[config.mk]
export PLATFORM = sky130hd
export DESIGN_NAME = join2
export DESIGN_NICKNAME = d
export VERILOG_FILES = /design/src/rtl/join2.sv
export SDC_FILE = /design/constraint.sdc
export NUM_CORES = 1
export LEC_CHECK = 0
export ABC_AREA = 1
export CAP_MARGIN = 15
export CORE_MARGIN = 2
export CORE_UTILIZATION = 44
export DETAILED_ROUTE_END_ITERATION = 10
export PLACE_DENSITY = 0.75
export SLEW_MARGIN = 20
export SYNTH_ARGS = -nofsm -noshare
export SYNTH_HDL_FRONTEND = slang
export SYNTH_SLANG_ARGS = --single-unit
[constraint.sdc]
create_clock -name clk -period 1.31 [get_ports clk]
set_clock_uncertainty 0.1 [all_clocks]
set_input_delay 0.262 -clock clk [delete_from_list [all_inputs] [get_ports clk]]
set_output_delay 0.262 -clock clk [all_outputs]
set_load 0.03 [all_outputs]
[src/rtl/join2.sv]
// join2: four-phase two-input join with FL/BL latency counters.
// Define JOIN2_SYNC_EN to pass in0_req, in1_req and out_ack through two-flop synchronizers.
module join2 #(
    parameter int WIDTH = 8,
    parameter int FL    = 2,
    parameter int BL    = 8
) (
    input  logic               clk,
    input  logic               reset,
    input  logic               in0_req,
    input  logic [WIDTH-1:0]   in0_data,
    output logic               in0_ack,
    input  logic               in1_req,
    input  logic [WIDTH-1:0]   in1_data,
    output logic               in1_ack,
    output logic               out_req,
    output logic [2*WIDTH-1:0] out_data,
    input  logic               out_ack
);
    localparam logic [7:0] FL8 = 8'(FL);
    localparam logic [7:0] BL8 = 8'(BL);
    typedef enum logic [2:0] {IDLE, FWD, SEND, RTZ, BACK} state_t;
    state_t           state_q, state_d;
    logic [7:0]       cnt_q, cnt_d;
    logic [1:0]       full_q, full_d, ack_q, ack_d, arm_q, arm_d, cap;
    logic             prim_q, prim_d, clear;
    logic [WIDTH-1:0] slot0_q, slot0_d, slot1_q, slot1_d;
    logic [1:0]       req_m, req_s;
    logic             oack_s;
`ifdef JOIN2_SYNC_EN
    logic [1:0] req_m_q, req_s_q;
    logic       oack_m_q, oack_s_q;
    always_ff @(posedge clk or posedge reset)
        if (reset) begin
            req_m_q  <= '0;
            req_s_q  <= '0;
            oack_m_q <= 1'b0;
            oack_s_q <= 1'b0;
        end else begin
            req_m_q  <= {in1_req, in0_req};
            req_s_q  <= req_m_q;
            oack_m_q <= out_ack;
            oack_s_q <= oack_m_q;
        end
    assign req_m  = req_m_q;
    assign req_s  = req_s_q;
    assign oack_s = oack_s_q;
`else
    assign req_m  = {in1_req, in0_req};
    assign req_s  = req_m;
    assign oack_s = out_ack;
`endif
    // A sender must be seen idle (whole sync path low) after reset before its next req counts.
    always_comb begin
        prim_d  = 1'b1;
        cap     = ~full_q & req_s & ~ack_q & arm_q;
        ack_d   = cap | (ack_q & req_s);
        arm_d   = arm_q | ({2{prim_q}} & ~req_s & ~req_m);
        slot0_d = cap[0] ? in0_data : slot0_q;
        slot1_d = cap[1] ? in1_data : slot1_q;
        state_d = state_q;
        cnt_d   = cnt_q;
        clear   = 1'b0;
        case (state_q)
            IDLE: if (&(full_q | cap)) begin
                state_d = FWD;
                cnt_d   = FL8;
            end
            FWD: if (cnt_q == 8'd0) state_d = SEND;
                 else cnt_d = cnt_q - 8'd1;
            SEND: if (oack_s) state_d = RTZ;
            RTZ: if (!oack_s) begin
                state_d = BACK;
                cnt_d   = BL8;
                clear   = 1'b1;
            end
            BACK: if (cnt_q == 8'd0) state_d = IDLE;
                  else cnt_d = cnt_q - 8'd1;
            default: state_d = IDLE;
        endcase
        full_d = clear ? 2'b00 : (full_q | cap);
    end
    always_ff @(posedge clk or posedge reset)
        if (reset) begin
            state_q <= IDLE;
            cnt_q   <= '0;
            full_q  <= '0;
            ack_q   <= '0;
            arm_q   <= '0;
            prim_q  <= 1'b0;
            slot0_q <= '0;
            slot1_q <= '0;
        end else begin
            state_q <= state_d;
            cnt_q   <= cnt_d;
            full_q  <= full_d;
            ack_q   <= ack_d;
            arm_q   <= arm_d;
            prim_q  <= prim_d;
            slot0_q <= slot0_d;
            slot1_q <= slot1_d;
        end
    assign in0_ack  = ack_q[0];
    assign in1_ack  = ack_q[1];
    assign out_req  = (state_q == SEND);
    assign out_data = {slot1_q, slot0_q};
endmodule

==> tab_implementation.tex <==
\begin{tabular}{lr}
\hline
Metric & Value \\
\hline
\multicolumn{2}{l}{\textbf{Clocking}} \\
Clock slew at reported path FFs & about 70 ps \\
Clk sinks & 34 \\
Root Buffer Master & sky130\_fd\_sc\_hd\_\_clkbuf\_8 \\
CTS max path bufs & 2 \\
Post-cts hold buffer count & 0 \\
H-Tree Level Count & 2 \\
TritonCTS clock tree & yes \\
TritonCTS Buffers & 5 \\
Clock Latency Late Sink & 290 ps \\
\multicolumn{2}{l}{\textbf{Global routing}} \\
Global-route total usage across every layer & 0.222 \\
Pin count of the biggest net entering global routing & 35 \\
Most utilized layer in the global route result & met2 \\
Met2 demand-to-capacity share in global routing & 0.379 \\
Number of global-route vias before repair & around 1,600 \\
Total congestion overflow & 0 \\
Met3 usage & 0.0426 \\
First-pass GRT wire length & 7280 µm \\
Met1 routing resource usage after global routing & 0.281 \\
Antenna violations before repair & 0 \\
\multicolumn{2}{l}{\textbf{Final layout}} \\
Number of fill cells & 259 \\
Highest-count cells in the layout ignoring fill and taps & sky130\_fd\_sc\_hd\_\_nand2\_1, sky130\_fd\_sc\_hd\_\_buf\_4, sky130\_fd\_sc\_hd\_\_dfrtp\_1 \\
Area growth from synthesis to final layout & 63.3\% \\
Final Util & 0.751 \\
Number of inserted diodes & 0 \\
Count of non-filler cells in the finished layout & 342 \\
Final design instance area without fill & 2750 µm² \\
Total Nets Final & $\sim$320 \\
Fraction of final layout cells sized beyond drive strength 1 & 0.412 \\
Commonest non-fill, non-tap cell in the layout & sky130\_fd\_sc\_hd\_\_nand2\_1 \\
\multicolumn{2}{l}{\textbf{Drt}} \\
Total via count in the routed design & $\sim$1,600 \\
Pre-Repair DR Iteration Count & 4 \\
Number of design-rule violations left by the first detailed-router iteration & $\sim$80 \\
ANT nets after route & 0 \\
Wire length per cell & 12.6 µm \\
Number of remaining DRC errors & 0 \\
Average via count per standard cell & about 4.8 \\
Total wire length & $\sim$4300 µm \\
\multicolumn{2}{l}{\textbf{Logic synthesis}} \\
Synth warn & 0 \\
Cells after Synth & 210 \\
Count of cell types in the netlist & 20 \\
Flops \& latches, synth & 34 \\
Netlist area before placement & 1680 µm² \\
Share of synthesized area occupied by flip-flops and latches & 0.506 \\
Top post-synthesis cells by area & sky130\_fd\_sc\_hd\_\_dfrtp\_1, sky130\_fd\_sc\_hd\_\_nand2\_1, sky130\_fd\_sc\_hd\_\_o21bai\_1, sky130\_fd\_sc\_hd\_\_inv\_1, sky130\_fd\_sc\_hd\_\_nand3\_1 \\
Mean instance size in the synthesized netlist & around 8 µm² \\
Area leader, netlist & sky130\_fd\_sc\_hd\_\_dfrtp\_1 \\
Syn\_nets & between 200 and 250 \\
Proportion of netlist area held by the largest area contributor & 0.506 \\
\multicolumn{2}{l}{\textbf{Timing}} \\
Final period demand of the worst path & approximately 1500 ps \\
Fin. max-slew vios & 0 \\
Setup WS post-layout & -152 ps \\
Setup repair after global routing missed its margin & yes \\
Final setup violation count & 23 \\
Max Clock Freq & 684 MHz \\
Portion of the clock cycle consumed by the worst path in the final layout & 1.12 \\
Final count of hold timing violations & 0 \\
\multicolumn{2}{l}{\textbf{Placement}} \\
Post-Place Cells & between 300 and 400 \\
DP Worst Slack & -439 ps \\
Hpwl dp & 2940 µm \\
Count of input and output buffers & 39 \\
GPL Wtd Cong & 0.831 \\
Dpl cell area & between 2000 and 2500 µm² \\
\multicolumn{2}{l}{\textbf{Worst setup path}} \\
Arrival @ worst endpoint & between 1000 and 1500 ps \\
CP max FO & 3 \\
CP peak stage delay & 410 ps \\
List of cells traversed by the critical path & inv\_2 > nand2\_4 > nor2\_4 > buf\_6 \\
Standard cell with the maximum stage delay on the critical path & sky130\_fd\_sc\_hd\_\_dfrtp\_1 \\
Critical path buffers and inverters & 2 \\
Critical Path End Type & primary output \\
Worst-case register-to-register setup slack & -110 ps \\
Start-to-end type of the worst setup path & reg -> out \\
Category of the worst setup path launch point & flop \\
Crit-path leading delay family & flip-flops \\
Worst endpoint required time & 950 ps \\
\multicolumn{2}{l}{\textbf{Floorplan}} \\
Initial Utilization & 0.460 \\
Std-Cell Rows & 22 \\
Height of the die & around 66 µm \\
Total core area & 3660 µm² \\
I/O Pins & 40 \\
Chip width & 65.8 µm \\
Die area & roughly 4300 µm² \\
\multicolumn{2}{l}{\textbf{Power}} \\
Power density over cell area & around 2600 nW/µm² \\
Leakage dissipation & 1.49 nW \\
Peak ir drop on the vdd network & 1.23 mV \\
\multicolumn{2}{l}{\textbf{Job}} \\
Max-cap check violation count & 0 \\
\multicolumn{2}{l}{\textbf{Run status}} \\
Outcome & finished, violations left \\
Failing checks & setup timing \\
\multicolumn{2}{l}{\textbf{Worst hold path}} \\
Min-delay worst type & in -> reg \\
\hline
\end{tabular}
==> cell families after synthesis <==
family	count (synthesis)	synth area share
simple gates	126	0.314
flops	34	0.506
buf+inv	25	0.0558
compound gates	18	0.0870
xor+xnor	4	0.0208
fa+ha+maj	2	0.0149
other cells	1	0.00223
==> where the power goes <==
part           internal [mW]  leakage, nW  switching (mW)
registers               1.48        0.416           0.318
clock network          0.567       0.0514           0.397
logic                   1.88         1.02            2.46
==> final timing paths <==
kind	startpoint	to	depth (start not counted)
min in group asynchronous	reset	cnt_q[4]$_DFFE_PP0P_	3
worst min register to register	slot1_q[0]$_DFFE_PP0P_	slot1_q[0]$_DFFE_PP0P_	2
max in group asynchronous	reset	ack_q[0]$_DFF_PP0_	3
worst min-delay path	in0_req	arm_q[0]$_DFF_PP0_	3
worst max register to register	state_q[0]$_DFFE_PP0P_	state_q[1]$_DFFE_PP0P_	7
worst max-delay path	state_q[0]$_DFFE_PP0P_	out_req	4
==> repair_timing <==
item,CTS,global route
cloned,1,1
pin swaps,18,19
setup endpoints to repair,14,32
buffers inserted,9,2
hold endpoints to repair,0,0
gates resized for setup,20,39
==> Yosys cell counts (all sizes together) <==
master	number
o31ai	1
nand3	10
dfrtp	34
inv	25
a21boi	1
and3	1
xor2	4
nand2	98
nand4	1
nor3	2
o211ai	1
nor2	14
conb	1
ha	2
o21bai	15
==> state kept, by name (all words and copies together) (netlist names) <==
| register | flops |
|---|---|
| ack_q | 2 |
| arm_q | 2 |
| cnt_q | 8 |
| full_q | 2 |
| prim_q | 1 |
| slot0_q | 8 |
| slot1_q | 8 |
| state_q | 3 |
==> per-stage QoR <==
stage               power, mW  hold WS [ps]  setup TNS [ps]
finish                   7.10           211           -1310
global route             7.59           231           -2920
CTS                      6.73           240           -1020
global placement         5.19           355           -7140
floorplan                4.00           258               0
detailed placement       5.30           360           -7820
==> layer usage <==
| metal | vias up | part of all wire |
|---|---|---|
| met2 | 29 | 0.52 |
| met3 | 7 | 0.030 |
| li1 | 815 | - |
| met1 | 779 | 0.43 |
| met4 | 0 | 0.014 |
| met5 | - | 0 |
==> worst min-delay path, cell delays in order <==
cell,delay [ps]
sky130_fd_sc_hd__dlymetal6s2s_1,110
sky130_fd_sc_hd__buf_4,120
sky130_fd_sc_hd__o21bai_1,70
==> layout make-up <==
class                      count  area (µm²)  area share
clock buffer                   6        72.6      0.0264
timing repair inverter         1        7.51     0.00273
clock inverter                 2        37.5      0.0137
multi-input combinational    152         946       0.344
sequential                    34         855       0.311
tap                           48        60.1      0.0218
timing repair buffer          74         664       0.242
inverter                      25         106      0.0387
No activity file was read; power rests on OpenSTA's default activity.
